**src/rtl/countdown_timer_if.sv**
```systemverilog
// countdown_timer_if: board-side signal bundle for the countdown timer.
// Carries the three conditioned pushbuttons (active-low), the minute preset
// switches, the six active-low seven-segment displays and the status flags.
// The board (or a bench) takes the master side; the timer takes the slave side.
interface countdown_timer_if;
    logic [3:1] key;
    logic [6:0] sw;
    logic [6:0] hex0;
    logic [6:0] hex1;
    logic [6:0] hex2;
    logic [6:0] hex3;
    logic [6:0] hex4;
    logic [6:0] hex5;
    logic       running;
    logic       done;

    modport master (
        output key, sw,
        input  hex0, hex1, hex2, hex3, hex4, hex5, running, done
    );

    modport slave (
        input  key, sw,
        output hex0, hex1, hex2, hex3, hex4, hex5, running, done
    );
endinterface

```
**src/rtl/countdown_timer.sv**
```systemverilog
// countdown_timer: mm:ss:cc countdown timer for the DE1-SoC board.
// KEY[1] loads min(SW,99) minutes, KEY[2] starts/pauses, KEY[3] acknowledges
// completion. The count is held as six BCD digits and decremented once per
// 10 ms tick while running. Displays and status flags are registered.
// rst_n is KEY[0]: asynchronous, active-low.
// Optional feature: define COUNTDOWN_BLINK_EN to blink the display in DONE
// (25 ticks "0", 25 ticks blank, starting with "0").
module countdown_timer #(
    parameter int CLK_HZ = 50_000_000
) (
    input  logic             CLOCK_50,
    input  logic             rst_n,
    countdown_timer_if.slave bus
);
    // One tick every 10 ms; the divider must be at least 2.
    localparam int TICK_DIV = CLK_HZ / 100;
    localparam int PW = (TICK_DIV > 1) ? $clog2(TICK_DIV) : 1;
    localparam logic [PW-1:0] TICK_LAST = PW'(TICK_DIV - 1);

    typedef enum logic [1:0] {IDLE, RUN, PAUSE, DONE} state_t;

    state_t        state;
    logic [3:0]    m1, m0, s1, s0, c1, c0;
    logic [PW-1:0] prescaler;

    logic [3:1]    sync1, sync2, key_prev;
    logic [3:1]    press;

    logic          tick;
    logic          count_zero;
    logic          count_one;
    logic          blank;

    logic [6:0]    preset;
    logic [3:0]    preset_tens, preset_units;
    logic [3:0]    dec_m1, dec_m0, dec_s1, dec_s0, dec_c1, dec_c0;

    logic [6:0]    hex0_q, hex1_q, hex2_q, hex3_q, hex4_q, hex5_q;
    logic          running_q, done_q;

`ifdef COUNTDOWN_BLINK_EN
    logic [4:0]    blink_ticks;
    logic          blink_off;
`endif

    // Active-low segment pattern for one BCD digit, bit 0 = segment a.
    function automatic logic [6:0] seg7(input logic [3:0] digit);
        case (digit)
            4'd0:    seg7 = 7'b1000000;
            4'd1:    seg7 = 7'b1111001;
            4'd2:    seg7 = 7'b0100100;
            4'd3:    seg7 = 7'b0110000;
            4'd4:    seg7 = 7'b0011001;
            4'd5:    seg7 = 7'b0010010;
            4'd6:    seg7 = 7'b0000010;
            4'd7:    seg7 = 7'b1111000;
            4'd8:    seg7 = 7'b0000000;
            4'd9:    seg7 = 7'b0010000;
            default: seg7 = 7'h7F;
        endcase
    endfunction

    // Two-flop synchronizer plus one history flop per button; idle level is 1.
    always_ff @(posedge CLOCK_50 or negedge rst_n) begin
        if (!rst_n) begin
            sync1    <= '1;
            sync2    <= '1;
            key_prev <= '1;
        end else begin
            sync1    <= bus.key;
            sync2    <= sync1;
            key_prev <= sync2;
        end
    end

    // A press is a high-to-low step of the synchronized level; holding gives one pulse.
    assign press = key_prev & ~sync2;

    assign tick       = (prescaler == TICK_LAST);
    assign count_zero = ({m1, m0, s1, s0, c1, c0} == 24'd0);
    assign count_one  = ({m1, m0, s1, s0, c1} == 20'd0) && (c0 == 4'd1);

    // Minute preset clamped to 99 and split into BCD tens/units.
    assign preset       = (bus.sw > 7'd99) ? 7'd99 : bus.sw;
    assign preset_tens  = 4'(preset / 7'd10);
    assign preset_units = 4'(preset % 7'd10);

`ifdef COUNTDOWN_BLINK_EN
    assign blank = (state == DONE) && blink_off;
`else
    assign blank = 1'b0;
`endif

    // Next count after one 10 ms decrement, with cc->ss->mm borrow chain.
    always_comb begin
        dec_m1 = m1;
        dec_m0 = m0;
        dec_s1 = s1;
        dec_s0 = s0;
        dec_c1 = c1;
        dec_c0 = c0;
        if (c0 != 4'd0) begin
            dec_c0 = c0 - 4'd1;
        end else begin
            dec_c0 = 4'd9;
            if (c1 != 4'd0) begin
                dec_c1 = c1 - 4'd1;
            end else begin
                dec_c1 = 4'd9;
                if (s0 != 4'd0) begin
                    dec_s0 = s0 - 4'd1;
                end else begin
                    dec_s0 = 4'd9;
                    if (s1 != 4'd0) begin
                        dec_s1 = s1 - 4'd1;
                    end else begin
                        dec_s1 = 4'd5;
                        if (m0 != 4'd0) begin
                            dec_m0 = m0 - 4'd1;
                        end else begin
                            dec_m0 = 4'd9;
                            dec_m1 = m1 - 4'd1;
                        end
                    end
                end
            end
        end
    end

    // Timer FSM, count, prescaler and registered display/status outputs.
    always_ff @(posedge CLOCK_50 or negedge rst_n) begin
        if (!rst_n) begin
            state     <= IDLE;
            m1        <= '0;
            m0        <= '0;
            s1        <= '0;
            s0        <= '0;
            c1        <= '0;
            c0        <= '0;
            prescaler <= '0;
`ifdef COUNTDOWN_BLINK_EN
            blink_ticks <= '0;
            blink_off   <= 1'b0;
`endif
            hex0_q    <= 7'b1000000;
            hex1_q    <= 7'b1000000;
            hex2_q    <= 7'b1000000;
            hex3_q    <= 7'b1000000;
            hex4_q    <= 7'b1000000;
            hex5_q    <= 7'b1000000;
            running_q <= 1'b0;
            done_q    <= 1'b0;
        end else begin
            if (press[1]) begin
                state     <= IDLE;
                prescaler <= '0;
                m1        <= preset_tens;
                m0        <= preset_units;
                s1        <= '0;
                s0        <= '0;
                c1        <= '0;
                c0        <= '0;
            end else begin
                case (state)
                    IDLE: begin
                        if (press[2]) begin
                            prescaler <= '0;
                            state     <= count_zero ? DONE : RUN;
                        end
                    end
                    RUN: begin
                        // A pause in the same cycle as a tick wins; the prescaler is frozen.
                        if (press[2]) begin
                            state <= PAUSE;
                        end else if (tick) begin
                            prescaler <= '0;
                            m1        <= dec_m1;
                            m0        <= dec_m0;
                            s1        <= dec_s1;
                            s0        <= dec_s0;
                            c1        <= dec_c1;
                            c0        <= dec_c0;
                            if (count_one) begin
                                state <= DONE;
                            end
                        end else begin
                            prescaler <= prescaler + PW'(1);
                        end
                    end
                    PAUSE: begin
                        if (press[2]) begin
                            state <= RUN;
                        end
                    end
                    DONE: begin
                        if (!press[2] && press[3]) begin
                            state <= IDLE;
                        end
`ifdef COUNTDOWN_BLINK_EN
                        else if (tick) begin
                            prescaler <= '0;
                            if (blink_ticks == 5'd24) begin
                                blink_ticks <= '0;
                                blink_off   <= ~blink_off;
                            end else begin
                                blink_ticks <= blink_ticks + 5'd1;
                            end
                        end else begin
                            prescaler <= prescaler + PW'(1);
                        end
`endif
                    end
                    default: state <= IDLE;
                endcase
            end

`ifdef COUNTDOWN_BLINK_EN
            if (state != DONE) begin
                blink_ticks <= '0;
                blink_off   <= 1'b0;
            end
`endif

            hex5_q    <= blank ? 7'h7F : seg7(m1);
            hex4_q    <= blank ? 7'h7F : seg7(m0);
            hex3_q    <= blank ? 7'h7F : seg7(s1);
            hex2_q    <= blank ? 7'h7F : seg7(s0);
            hex1_q    <= blank ? 7'h7F : seg7(c1);
            hex0_q    <= blank ? 7'h7F : seg7(c0);
            running_q <= (state == RUN);
            done_q    <= (state == DONE);
        end
    end

    assign bus.hex0    = hex0_q;
    assign bus.hex1    = hex1_q;
    assign bus.hex2    = hex2_q;
    assign bus.hex3    = hex3_q;
    assign bus.hex4    = hex4_q;
    assign bus.hex5    = hex5_q;
    assign bus.running = running_q;
    assign bus.done    = done_q;
endmodule

```
**src/flat_wrapper.sv**
```systemverilog
// flat-port wrapper written by rule: the top's interface ports become plain ports
module countdown_timer_flat 
#(
    parameter int CLK_HZ = 50_000_000
)
  (CLOCK_50, rst_n, bus_key, bus_sw, bus_hex0, bus_hex1, bus_hex2, bus_hex3, bus_hex4, bus_hex5, bus_running, bus_done);
  countdown_timer_if bus_i ();
  input  logic CLOCK_50;
  input  logic rst_n;
  input wire logic [$bits(bus_i.key)-1:0] bus_key;
  input wire logic [$bits(bus_i.sw)-1:0] bus_sw;
  output wire logic [$bits(bus_i.hex0)-1:0] bus_hex0;
  output wire logic [$bits(bus_i.hex1)-1:0] bus_hex1;
  output wire logic [$bits(bus_i.hex2)-1:0] bus_hex2;
  output wire logic [$bits(bus_i.hex3)-1:0] bus_hex3;
  output wire logic [$bits(bus_i.hex4)-1:0] bus_hex4;
  output wire logic [$bits(bus_i.hex5)-1:0] bus_hex5;
  output wire logic [$bits(bus_i.running)-1:0] bus_running;
  output wire logic [$bits(bus_i.done)-1:0] bus_done;
  assign bus_i.key = bus_key;
  assign bus_i.sw = bus_sw;
  assign bus_hex0 = bus_i.hex0;
  assign bus_hex1 = bus_i.hex1;
  assign bus_hex2 = bus_i.hex2;
  assign bus_hex3 = bus_i.hex3;
  assign bus_hex4 = bus_i.hex4;
  assign bus_hex5 = bus_i.hex5;
  assign bus_running = bus_i.running;
  assign bus_done = bus_i.done;
  countdown_timer #(.CLK_HZ(CLK_HZ)) u_core (.CLOCK_50(CLOCK_50), .rst_n(rst_n), .bus(bus_i));
endmodule
```
**config.mk**
```make
export PLATFORM = sky130hd
export DESIGN_NAME = countdown_timer_flat
export DESIGN_NICKNAME = d
export VERILOG_FILES = /design/src/rtl/countdown_timer_if.sv /design/src/rtl/countdown_timer.sv /design/src/flat_wrapper.sv
export SDC_FILE = /design/constraint.sdc
export NUM_CORES = 1
export LEC_CHECK = 0
export BUFFER_PORTS_ARGS = -buffer_cell sky130_fd_sc_hd__buf_2
export CAP_MARGIN = 20
export CORE_MARGIN = 10
export CORE_UTILIZATION = 40
export DETAILED_ROUTE_END_ITERATION = 10
export HOLD_SLACK_MARGIN = 0.1
export PLACE_DENSITY = 0.65
export SLEW_MARGIN = 5
export SYNTH_ARGS = -nofsm -noshare
export SYNTH_HDL_FRONTEND = slang
export SYNTH_SLANG_ARGS = --single-unit
```
**constraint.sdc**
```tcl
create_clock -name CLOCK_50 -period 5.1 [get_ports CLOCK_50]
set_input_delay 0.255 -clock CLOCK_50 [delete_from_list [all_inputs] [get_ports CLOCK_50]]
set_output_delay 0.255 -clock CLOCK_50 [all_outputs]
set_load 0.02 [all_outputs]
```
=== Word level (Yosys, flattened, before mapping) ===
Memories as Yosys holds them, arrays and structs flattened. A register that Yosys moved wholly into a read port is not among the register bits.
Index checks and enable logic that the tools add are counted.
Widths: inputs -> output; s select.

* Add/subtract/negate cells: 7
* Divide/modulo/power cells: 2
* $lt $le $gt $ge: 1
* Equal/unequal tests: 17
* Mux-type cells: 59
* Bitwise operators: 2
* Reduce and logical (&&, ||, !) cells: 28

{| class="wikitable"
|+ Operators with widths
! kind !! number
|-
| $mux 4 || 44
|-
| $mux 19 || 4
|-
| $pmux 19 s2 || 1
|-
| $logic_not 24->1 || 1
|-
| $sub 4x1->4 const B || 6
|-
| $logic_not 20->1 || 1
|-
| $reduce_bool 4->1 || 5
|-
| $add 19x1->19 const B || 1
|-
| $eq 19x19->1 const B || 1
|-
| $mux 2 || 8
|-
| $ne 2x1->1 const B || 5
|-
| $reduce_and 5->1 || 2
|-
| $ne 3x1->1 const B || 3
|-
| $ne 4x1->1 const B || 2
|-
| $pmux 2 s4 || 1
|-
| $reduce_and 8->1 || 1
|-
| $div 7x4->7 const B || 1
|-
| $gt 7x7->1 const B || 1
|-
| $logic_not 1->1 || 7
|-
| $mod 7x4->7 const B || 1
|-
| $mux 7 || 1
|-
| $reduce_and 7->1 || 1
|-
| $reduce_and 3->1 || 2
|-
| $reduce_and 6->1 || 1
|-
| other kinds (12) || 15
|}

* Register bits: 56
* ROM bits: 672
* Input bits: 12
* Output and inout bits: 44
* Word-level logic and storage cells: 135
* Memories kept: 6

{| class="wikitable"
|+ Memories
! name !! depth !! bits a word !! read ports !! clocked after Yosys merged registers in !! wr ports !! RTL line !! text
|-
| (name not given) || 16 || 7 || 1 || 1 || 0 || countdown_timer.sv:48 || <nowiki>case (digit)</nowiki>
|-
| (name not given) || 16 || 7 || 1 || 1 || 0 || countdown_timer.sv:48 ||
|-
| (name not given) || 16 || 7 || 1 || 1 || 0 || countdown_timer.sv:48 ||
|-
| (name not given) || 16 || 7 || 1 || 1 || 0 || countdown_timer.sv:48 ||
|-
| (name not given) || 16 || 7 || 1 || 1 || 0 || countdown_timer.sv:48 ||
|-
| (name not given) || 16 || 7 || 1 || 1 || 0 || countdown_timer.sv:48 ||
|}

=== Logic depth before layout (Yosys ltp) ===
Gate-level depths: netlist (run 1).

* Depth in word-level cells: 10
* Gate-level depth with buffers: 19

=== Least setup slack after synthesis (run 1) ===
OpenSTA, ideal clock, no wires.

* Path type: input to register
* Start point: input port bus_sw[6]
* End point: register u_core.m1[0]
* Arrival time: 3.545 ns
* Slack: 1.431 ns
* Cell stages on the path: 18
* Cells stage by stage: buf_2 buf_6 a21oi_1 ha_1 and4b_1 or3_1 buf_2 ha_1 nor2b_1 o311ai_0 o311a_1 o21ai_0 a21oi_1 ha_1 inv_1 o32ai_1 a21oi_1 a211o_1

* Longest elaborated chain between the ends: 4

{| class="wikitable"
|+ RTL lines
! what !! RTL line !! text
|-
| start: declaration || flat_wrapper.sv:11 || <nowiki>input wire logic [$bits(bus_i.sw)-1:0] bus_sw;</nowiki>
|-
| $gt 7x7->1 || countdown_timer.sv:84 || <nowiki>assign preset = (bus.sw > 7'd99) ? 7'd99 : bus.sw;</nowiki>
|-
| $mux 7 * || countdown_timer.sv:84 ||
|-
| $div 7x4->7 * || countdown_timer.sv:85 || <nowiki>assign preset_tens = 4'(preset / 7'd10);</nowiki>
|-
| $mux 4 * || countdown_timer.sv:154 || <nowiki>if (press[1]) begin</nowiki>
|-
| end signal: assignment || countdown_timer.sv:157 || <nowiki>m1 <= preset_tens;</nowiki>
|-
| end signal: assignment || countdown_timer.sv:177 || <nowiki>m1 <= dec_m1;</nowiki>
|-
| end: declaration || countdown_timer.sv:23 || <nowiki>logic [3:0] m1, m0, s1, s0, c1, c0;</nowiki>
|}

Mark *: on every way between the ends. The rest lies on a longest branch, timed or not.
A chain may end at the register's enable or synchronous reset.

=== Worst setup path after layout (run 1) ===
* Start point: input port bus_sw[4]
* End point: register u_core.m1[0]

The elaborated chain is that of the path after synthesis.

==> results.md, run 1 <==
- Worst skew pair latency: approximately 0.34 ns
- Avg Synthesized Cell Area: 9.11 um2
- Global-route wire length before repair: 20400 um
- Max_slew headroom: around two fifths
- Final Slew Violations: 0
- Pwr Density: 435 nW/um2
- Final hold slack: 0.324 ns
- Via Count: approximately 4400
- Multiplexer area fraction after synthesis: under 10%
- # nets final: 690
- Layout cell share with drive strength beyond 1: 16.2%
- All-Layer GR Usage: between 10% and 20%
- Placed cell count: roughly 800
- Flop-to-flop setup slack: 2.16 ns
- Min Tclk post-route: around 4.0 ns
- RSZ-0062 raised after global routing: no
- Setup TNS: 0 ns
- LEAKAGE: about 0.0029 uW
- Register area share after synthesis: 45.3%
- R2R depth: 9
- Main combinational cell family by area after synthesis: simple AND/OR/NAND/NOR gates
- Final Util: between 40% and 50%
- Wire per inst: 14.3 um
- Bufs and invs on worst path: 3
- Worst Setup Path Type: in -> reg
- CP endpoint kind: flop
- Initial Util: between 40% and 50%
- Die area: 18700 um2
- Synthesis-stage register bit count: 98
- PortBufs: 55
- Post-Synth XOR/XNOR Area: ~1.8%
- Final Skew: about 0.0046 ns
- Vias in the first global route: 4218
- CTS tree: yes
- Mapped Area: ~5500 um2
- Area leader, netlist: dfrtp_1
- Delay-heaviest family, CP: compound AO/OA/AOI/OAI gates
- Launch point of the worst reg-to-reg path: u_core.prescaler[0]$_DFFE_PN0P_
- H-tree Lvls: 3
- Ys flop type: dfrtp_1
- Remaining Overflow, GRT: 0
- Ys async rst share: 100%
- Top cells by area in the synthesized netlist: dfrtp_1, ha_1, dfstp_2, a21oi_1, nand2_1
- Die Span Y: around 140 um
- Netlist cell types: between 60 and 70
- Commonest cells after routing, fill and taps aside: dfrtp_1, nand2_1, nor2_1, buf_2, a21oi_1
- Reg clk slew, reported paths: 0.07 ns
- Syn nets: ~640
- Worst-Margin Slew: between 0.8 and 0.9 ns
- Final hold viol count: 0
- Initial antenna violation count: 0
- Row count: 42
- Cell Chain, Critical Path: buf_2, inv_1, a21oi_1, ha_1, nor3_1, or3_1, ha_1, nor2b_1, o311ai_0, o311a_1, o21ai_0, a21oi_1, ha_1, inv_1, o32ai_1, a21oi_1, a211o_1
- Required time worst endpoint: about 5.3 ns
- Die Wd: 137 um
- Period utilization: between 70% and 80%
- Slowest stage cell, crit path: or3_1
- Max_cap viols: 0
- CTS buffer count: 9
- F_max: ~0.25 GHz
- Worst hold path type: in -> reg
- Clock Sinks: a little under 100
- Area Growth Syn to Fin: 14.0%
- Reg-to-reg endpoint: u_core.m1[0]$_DFFE_PN0P_
- YS warnings: 0
- Most common cell after layout, fill and taps aside: dfrtp_1
- DR pass1 iterations: 5
- Hold Path End: u_core.m0[1]$_DFFE_PN0P_
- CP max stage delay: roughly 0.45 ns
- Crit path DAT: 4.19 ns
- Final Non-Filler Cells: just over 800
- Diode count: 0
- Vias per inst: between 5 and 6
- DRT antenna net count: 0
- Largest net degree at the start of global routing: between 70 and 80
- Final setup fails: 0
- Outcome: completed
- Synth Area in Simple Gates: between 20% and 30%
- Hold path start: bus_sw[1]
- Post-synth EDFFs: 0
- Post-Syn Instances: about 600
- Hpwl dp: approximately 8600 um
- 1st-iter DRT viols: 212
- RePlAce Congestion: just over 0.9
- Core Footprint: 13300 um2
- Top cell type's share of synthesized area: a little under two fifths
- WL final: 11800 um
- Worst-path fanout max: 12
- Worst hold stages: 4
- Drt drc: 0
- Clock Path Buffers: 2
- I/O pin count: 56
- Root buffer cell: clkbuf_16
- Worst VDD drop: roughly 0.00018 V
- Post-CTS Resized: 0
- Compound-Gate Fraction of Synth Area: ~18%
- Adder-cell share of the synthesized area: between 7 and 8%
- Crit start category: input pin
==> power breakdown <==
| part | internal, uW | switching (uW) |
|---|---|---|
| clock | 430 | 289 |
| sequential | 961 | 139 |
| combinational | 326 | 557 |
| total | 1720 | 985 |
==> cells in the mapped netlist (6+ instances only) <==
cell,count
mux2i_1,8
or2_2,9
nor4_1,6
nor2b_1,9
o21ai_0,33
o31ai_1,10
inv_1,25
nor3_1,12
nor2_1,67
xor2_1,6
dfrtp_1,83
nand2b_1,19
and3_1,8
a31oi_1,6
ha_1,34
dfstp_2,15
nand2_1,69
nand4_1,6
or3_1,8
a21oi_1,53
buf_2,6
clkbuf_1,19
a211oi_1,6
nand3_1,9
==> per-stage QoR <==
step / worst slack, ns / power (uW) / area, um2
2_1_floorplan: 1.43 / 1730 / 5450
3_3_place_gp: 1.04 / 1980 / 5850
3_5_place_dp: 0.897 / 2000 / 5850
4_1_cts: 1.21 / 2730 / 6210
5_1_grt: 0.898 / 2900 / 6210
6_report: 1.14 / 2700 / 6210
==> cells by family (layout without fill, tap and decap cells) <==
family | Yosys count | count (layout)
DFF | 98 | 98
adders and majority gates | 34 | 34
buffers and inverters | 53 | 104
xor gates and xnor gates | 11 | 11
AOI/OAI and AO/OA | 153 | 153
and+or+nand+nor | 241 | 241
muxes | 8 | 8
==> worst max-delay path by stage <==
stage | cells after the start | slack (ns) | to | startpoint
after global placement | 17 | 1.04 | u_core.m1[0]$_DFFE_PN0P_ | bus_sw[4]
after detailed placement | 17 | 0.90 | u_core.m1[0]$_DFFE_PN0P_ | bus_sw[4]
final | 17 | 1.14 | u_core.m1[0]$_DFFE_PN0P_ | bus_sw[4]
after global routing | 17 | 0.90 | u_core.m1[0]$_DFFE_PN0P_ | bus_sw[4]
after floorplan | 18 | 1.43 | u_core.m1[0]$_DFFE_PN0P_ | bus_sw[6]
after CTS | 17 | 1.21 | u_core.m1[0]$_DFFE_PN0P_ | bus_sw[4]
==> worst min-delay path, cell delays in order <==
cell     delay (ns)
buf_2          0.13
nor3_1         0.07
mux2i_1        0.12
nand2_1        0.06
==> per-layer routing <==
layer	vias to the layer above	GRT usage (%)	part of all wire [%]
li1	2199	-	-
met4	0	3.96	1.2
met3	11	2.82	4.7
met1	2112	16.8	46
met5	-	0	0
met2	90	21.4	48
==> registers in the layout, summed over array words and instances, names as in the netlist, 2 cells and up <==
| signal | flops |
|---|---|
| u_core.sync1 | 3 |
| u_core.m1 | 4 |
| u_core.c0 | 4 |
| u_core.bus.hex1 | 7 |
| u_core.prescaler | 19 |
| u_core.c1 | 4 |
| u_core.bus.hex4 | 7 |
| u_core.m0 | 4 |
| u_core.s0 | 4 |
| u_core.bus.hex2 | 7 |
| u_core.bus.hex5 | 7 |
| u_core.s1 | 4 |
| u_core.state | 2 |
| u_core.sync2 | 3 |
| u_core.bus.hex0 | 7 |
| u_core.bus.hex3 | 7 |
| u_core.key_prev | 3 |
==> area by class of cell <==
| type | instances | area, um2 |
|---|---|---|
| timing repair buffer | 62 | 340 |
| clock buffer | 9 | 225 |
| clock inverter | 7 | 92.6 |
| tap | 176 | 220 |
| sequential | 98 | 2470 |
| inverter | 26 | 97.6 |
| fill | 1253 | 7080 |
| multi-input combinational | 447 | 2770 |
==> timing repair <==
action	CTS	global route
hold buffers	4	0
buffers inserted	0	0
endpoints found under the hold margin	28	0
(Power assumes the default switching activity.)
==> run 2: changes to the inputs <==
Settings changed: PLACE_DENSITY 0.65 to 0.67.
Clock period 5.1 ns to 3.2 ns, I/O delays scaled along.
==> run 2 against run 1 <==
  * Worst hold slack worse by 0.10 ns
  * Global-route usage is 1.0 points higher
  * Design area is 4.0% higher
  * Cell count is 2.2% higher
  * Count of clock-buffer cells in the layout is 1 higher
  * Non-clock buffer count is 18 higher
  * Critical endpoint unchanged
  * Largest cell class unchanged
  * Largest power group unchanged
==> results.md, run 2 (synthesized netlist as in run 1, its figures left out) <==
- DRT antenna net count: 0 (unchanged)
- Top sig layer: met4
- Hpwl dp: 9420 um (+9.6%)
- Final Non-Filler Cells: 843 (+2.2%)
- Worst hold path type: in -> reg
- Launch point of the worst reg-to-reg path: u_core.m0[0]$_DFFE_PN0P_
- R2R depth: 10 (+1)
- RSZ-0062 raised after global routing: no
- Worst-path fanout max: 4 (-8)
- CTS tree: yes
- All-Layer GR Usage: 14.1% (+1.0 points)
- RePlAce Congestion: 0.846 (-7.3%)
- Die Wd: 137 um (unchanged)
- Setup ws final: 0.238 ns (-0.900 ns)
- Remaining Overflow, GRT: 0 (unchanged)
- Pre-CTS WS: -0.175 ns (-1.07 ns)
- Max reg flops: 19 (unchanged)
- 1st-iter DRT viols: 289 (+36%)
- Wire per inst: 15.0 um (+4.7%)
- Core Footprint: 13300 um2 (unchanged)
- Final Util: 48.6% (+1.9 points)
- Worst Setup Path Type: in -> reg
- Commonest cells after routing, fill and taps aside: dfrtp_1, nand2_1, nor2_1, buf_2, a21oi_1
- Required time worst endpoint: 3.43 ns (-1.89 ns)
- Die area: 18700 um2 (unchanged)
- Layout cell share with drive strength beyond 1: 20.4% (+4.2 points)
- Die Span Y: 137 um (unchanged)
- H-tree Lvls: 3 (unchanged)
- LEAKAGE: 0.00299 uW (+4.0%)
- CTS buffer count: 9 (unchanged)
- Met1 wire length: 5350 um (-2.3%)
- Design Area, Final: 6460 um2 (+4.0%)
- # nets final: 708 (+2.6%)
- Global-route wire length before repair: 21700 um (+6.2%)
- CP endpoint kind: flop
- Vias per inst: 5.48 (+2.4%)
- Initial Util: 41.0% (unchanged)
- PortBufs: 55 (unchanged)
- Crit start category: input pin
- Clock Sinks: 98 (unchanged)
- Final hold viol count: 0 (unchanged)
- WL final: 12600 um (+7.0%)
- DR pass1 iterations: 5 (unchanged)
- Placed cell count: 823 (+2.2%)
- Number of post-CTS setup repair buffers: 0 (unchanged)
- Routed wl met3: 714 um (+29%)
- Flop-to-flop setup slack: 0.41 ns (-1.75 ns)
- Max_slew headroom: 48.7% (+7.6 points)
- Min Tclk post-route: ~3 ns
- Row count: 42 (unchanged)
- Vias in the first global route: 4512 (+7.0%)
- Worst skew pair latency: 0.35 ns (about the same)
- Outcome: completed
- Slowest stage cell, crit path: or3_1
- Worst VDD drop: 0.000357 V (+94%)
- Worst-Margin Slew: 0.769 ns (-0.114 ns)
- Worst hold stages: 4 (unchanged)
- Final Skew: 0.00636 ns (+0.00180 ns)
- Initial antenna violation count: 0 (unchanged)
- Final setup fails: 0 (unchanged)
- Via Count: 4617 (+4.6%)
- Final Slew Violations: 0 (unchanged)
- Largest Register: u_core.prescaler
- Final hold slack: 0.220 ns (-0.103 ns)
- Area Growth Syn to Fin: 18.5%
- Placed cell area: 6060 um2 (+3.5%)
- Clock Path Buffers: 2 (unchanged)
- Reg clk slew, reported paths: 0.07 ns (about the same)
- Period utilization: roughly 93%
- Hold path start: bus_sw[1]
- Hold Path End: u_core.m0[1]$_DFFE_PN0P_
- Largest net degree at the start of global routing: 62 (-16%)
- Crit path DAT: 3.20 ns (-0.99 ns)
- Reg-to-reg endpoint: u_core.state[1]$_DFFE_PN0P_
- Cell Chain, Critical Path: buf_2, inv_2, a21oi_2, ha_2, and4b_1, or3_1, ha_4, nor2b_1, o311ai_2, o311a_1, o21ai_2, a21oi_2, ha_2, inv_1, o32ai_2, a21oi_1, a211o_1
- Diode count: 0 (unchanged)
- Drt drc: 0 (unchanged)
- Met2 Wirelength: 6320 um (+12%)
- CP max stage delay: 0.44 ns (about the same)
- Root buffer cell: clkbuf_16
- F_max: approximately 0.34 GHz
- Pwr Density: 694 nW/um2 (+60%)
- Max_cap viols: 0 (unchanged)
- Most common cell after layout, fill and taps aside: dfrtp_1
- I/O pin count: 56 (unchanged)
==> run 2: changes by cell type in the layout (fill, tap and decap cells not counted), sizes merged <==
cell,change
buf,+18
bufinv,+1
clkbuf,+1
clkinv,-2
==> run 2: worst max-delay path: cells and delay by family <==
kind / cells / cell delay, ns
AO/OA/AOI/OAI: 8 / 1.39
adder cells (fa/ha/maj): 3 / 0.65
buffers and inverters: 3 / 0.22
AND/OR/NAND/NOR: 3 / 0.77
==> run 2: metrics by stage <==
stage               total power [uW]  TNS (ns)
finish                          4480         0
global route                    4790         0
CTS                             4530         0
detailed placement              3250    -0.441
global placement                3210   -0.0237
floorplan                       2770   -0.0155
==> run 2: timing repair <==
action	4_1_cts	5_1_grt
hold buffers	4	0
endpoints found under the hold margin	55	0
gates resized for setup	0	1
setup endpoints to repair	0	1
==> run 2: worst max path at each step <==
stage / startpoint / end / slack [ns]
after floorplan: bus_sw[6] / u_core.m1[0]$_DFFE_PN0P_ / -0.02
after global placement: bus_sw[4] / u_core.m1[0]$_DFFE_PN0P_ / -0.02
after detailed placement: bus_sw[4] / u_core.m1[0]$_DFFE_PN0P_ / -0.18
after CTS: bus_sw[4] / u_core.m1[0]$_DFFE_PN0P_ / 0.19
after global routing: bus_sw[4] / u_core.m1[0]$_DFFE_PN0P_ / 0.04
final: bus_sw[4] / u_core.m1[0]$_DFFE_PN0P_ / 0.24
==> run 2: layout make-up <==
cell class,instances,area (um2)
flip-flops and latches,98,2470
clock inverters,6,113
well taps,176,220
clock buffers,10,239
repair buffers,80,488
multi-input cells,447,2830
fillers,1238,6830
inverters,26,97.6
==> run 2: where the power goes <==
group          total, uW  leakage, uW  internal (uW)  switching, uW
Clock               1260     0.000173            788            471
Combinational       1460      0.00159            553            911
Sequential          1760      0.00123           1530            229
==> run 2: per-layer routing <==
metal	up-vias	track usage, %
met2	122	23.8
met4	0	6.33
li1	2242	-
met5	-	0
met1	2234	16.7
met3	19	3.41
==> run 3: changes to the inputs <==
Settings changed: ABC_AREA set to 1, BUFFER_PORTS_ARGS -buffer_cell sky130_fd_sc_hd__buf_2 to -buffer_cell sky130_fd_sc_hd__clkbuf_2, SETUP_SLACK_MARGIN set to 0.3.
==> run 3 against run 2 <==
  * Design area shrank 5.3%
  * Sequential share of layout area grew 2.1 points
  * Combinational power grew 53%
  * Count of clock-buffer cells in the layout is the same
  * Largest cell class is now flip-flops and latches
  * Highest routed layer unchanged
==> results.md, run 3 <==
- Synthesis-stage register bit count: 98 (unchanged)
- CP max stage delay: 0.19 ns (-0.25 ns)
- Final Skew: 0.00719 ns (+0.000833 ns)
- CTS buffer count: 9 (unchanged)
- Area leader, netlist: dfrtp_1
- Worst VDD drop: 0.000310 V (-13%)
- Most common cell after layout, fill and taps aside: inv_1
- H-tree Lvls: 3 (unchanged)
- Final hold slack: 0.219 ns (-0.00140 ns)
- Int Power: 3040 uW (+5.7%)
- Max_slew headroom: 59.7% (+11 points)
- Fillers: 1253 (+1.2%)
- RePlAce Congestion: 0.898 (+6.1%)
- Worst hold path type: in -> reg
- Largest Register: u_core.prescaler
- Via Count: 4237 (-8.2%)
- # nets final: 722 (+2.0%)
- Final setup fails: 0 (unchanged)
- Global-route wire length before repair: 19300 um (-11%)
- Drt drc: 0 (unchanged)
- Clock Sinks: 98 (unchanged)
- CTS tree: yes
- Met1 wire length: 4810 um (-10%)
- Initial Util: 41.1% (+0.14 points)
- Reg clk slew, reported paths: 0.07 ns (about the same)
- FF/Latch Area: 2470 um2 (unchanged)
- Clock Path Buffers: 2 (unchanged)
- PortBufs: 55 (unchanged)
- Die Wd: 134 um (-1.7%)
- Worst-Margin Slew: 0.605 ns (-0.164 ns)
- Routed wl met3: 545 um (-24%)
- Remaining Overflow, GRT: 0 (unchanged)
- Wire per inst: 12.9 um (-14%)
- Largest net degree at the start of global routing: 52 (-16%)
- Ys async rst share: 100% (unchanged)
- Core Footprint: 12700 um2 (-4.3%)
- Vias in the first global route: 4178 (-7.4%)
- Final hold viol count: 0 (unchanged)
- Pwr Density: 868 nW/um2 (+25%)
- DR pass1 iterations: 5 (unchanged)
- Met2 Wirelength: 5500 um (-13%)
- Commonest cells after routing, fill and taps aside: inv_1, nand2_1, dfrtp_1, o21ai_0, clkbuf_2
- Multi-input logic area: 2350 um2 (-17%)
- Syn nets: 655 (+1.7%)
- CP endpoint kind: flop
- DRT antenna net count: 0 (unchanged)
- Max reg flops: 19 (unchanged)
- Hpwl dp: 8350 um (-11%)
- Final Slew Violations: 0 (unchanged)
- Required time worst endpoint: 3.48 ns (+0.05 ns)
- Top cell type's share of synthesized area: 39.7% (+1.6 points)
- Slowest stage cell, crit path: ha_1
- Max_cap viols: 0 (unchanged)
- Ys flop type: dfrtp_1
- WL final: 11000 um (-13%)
- Worst skew pair latency: 0.35 ns (about the same)
- Worst Setup Path Type: in -> reg
- Register share of total power: 37.0% (-2.3 points)
- Worst-path fanout max: 7 (+3)
- Min Tclk post-route: 2.67 ns (-0.294 ns)
- Comb power frac: 41.9% (+9.2 points)
- Root buffer cell: clkbuf_16
- Row count: 41 (-2.4%)
- Mapped Area: 5230 um2 (-4.0%)
- Area Growth Syn to Fin: 17.0%
- Die area: 18100 um2 (-3.4%)
- Setup TNS: 0 ns (unchanged)
- Die Span Y: 134 um (-1.7%)
- I/O pin count: 56 (unchanged)
- Period utilization: 83.4% (-9.2 points)
- Sw Ratio: 42.8% (+6.9 points)
- Crit path DAT: 2.95 ns (-0.25 ns)
- Clock power share: 21.1% (-7.0 points)
- Vias per inst: 4.97 (-9.3%)
- Post-Syn Instances: 609 (+1.8%)
- Outcome: completed
- RSZ-0062 raised after global routing: no
- Commonest cells post-synth: inv_1, nand2_1, dfrtp_1
- Top cells by area in the synthesized netlist: dfrtp_1, ha_1, dfstp_2, inv_1, nand2_1
- Bufs and invs on worst path: 4 (+1)
- Register area share after synthesis: 47.2% (+1.9 points)
- Delay-heaviest family, CP: simple AND/OR/NAND/NOR gates
- Crit start category: input pin
- Layout cell share with drive strength beyond 1: 20.3% (-0.13 points)
- Post-synth EDFFs: 0 (unchanged)
- Pwr Total: 5310 uW (+18%)
- Most frequent cell after synthesis: inv_1
- All-Layer GR Usage: 12.8% (-1.3 points)
- Diode count: 0 (unchanged)
- F_max: 0.375 GHz (+11%)
- YS warnings: 0 (unchanged)
- Initial antenna violation count: 0 (unchanged)
- Top sig layer: met4
- LEAKAGE: 0.00300 uW (+0.57%)
- Avg Synthesized Cell Area: 8.59 um2 (-5.7%)
- 1st-iter DRT viols: 318 (+10%)
- CP dominant cell by count: nand2_2
- Netlist cell types: 44 (-34%)
- Sw power: 2280 uW (+41%)
run 3: cell count changes after synthesis, moves of 12 or more:
cell / delta
inv_1: +73
o21ai_0: +33
nand2_1: +22
a21oi_1: -21
nand2b_1: -19
nor2_1: -18
nand2_2: +13
clkbuf_1: -12
nand3_1: +12
run 3: cell families after synthesis:
group,share of synthesized area (%)
simple gates,20.0
buf+inv,8.37
flops,47.2
fa+ha+maj,8.13
xor+xnor,1.00
compound gates,15.0
mux,0.191
run 3: routing by layer:
metal  up-vias  track usage, %
li1       2140               -
met1      1991            15.4
met2        94            21.9
met3        12            2.69
met4         0            4.78
met5         -               0
run 3: power by group through the flow:
stage               combinational [uW]  clock, uW  sequential, uW
finish                            2230       1120            1960
global route                      2570       1200            2020
CTS                               2240       1140            1960
global placement                  2180          0            1970
detailed placement                2230          0            1980
floorplan                         1330          0            2200
run 3: layout make-up:
type | count | area share, %
clock buffers | 10 | 3.90
clock inverters | 6 | 1.19
inverters | 106 | 6.50
multi-input cells | 397 | 38.5
flip-flops and latches | 98 | 40.4
well taps | 172 | 3.52
repair buffers | 64 | 6.05
run 3: repair_timing:
item	CTS	global route
gates resized for setup	0	8
setup buffers	0	1
endpoints found under the setup margin	0	4
hold endpoints to repair	45	0
hold buffers	4	0
run 3: stage by stage:
stage	instances	setup WS [ns]	instance area, um2	util [%]
final	853	0.531	6120	48.1
after detailed placement	832	0.0797	5730	45.0
after global routing	853	0.246	6120	48.1
after global placement	832	0.258	5730	45.0
after floorplan	609	0.559	5230	-
after CTS	852	0.434	6080	47.8
run 3: worst paths after layout:
kind / startpoint / endpoint / slack [ns] / depth (start not counted)
max in group asynchronous: rst_n / u_core.key_prev[2]$_DFF_PN1_ / 2.12 / 3
max: bus_sw[6] / u_core.m0[2]$_DFFE_PN0P_ / 0.53 / 28
min in group asynchronous: rst_n / u_core.bus.hex4[1]$_DFF_PN0_ / 0.35 / 2
min: bus_sw[1] / u_core.m0[1]$_DFFE_PN0P_ / 0.22 / 6
max reg2reg: u_core.c1[0]$_DFFE_PN0P_ / u_core.s1[1]$_DFFE_PN0P_ / 0.58 / 11
min reg2reg: u_core.sync1[1]$_DFF_PN1_ / u_core.sync2[1]$_DFF_PN1_ / 0.36 / 0
run 3: worst register-to-register path, stage by stage, from the launching register on:
cell,delay (ns)
dfrtp_1,0.43
inv_1,0.17
ha_1,0.29
inv_1,0.14
nor2_1,0.28
nor2_1,0.18
nor3_4,0.41
inv_2,0.11
nor2_4,0.14
inv_2,0.07
nor3_1,0.22
a211oi_2,0.05
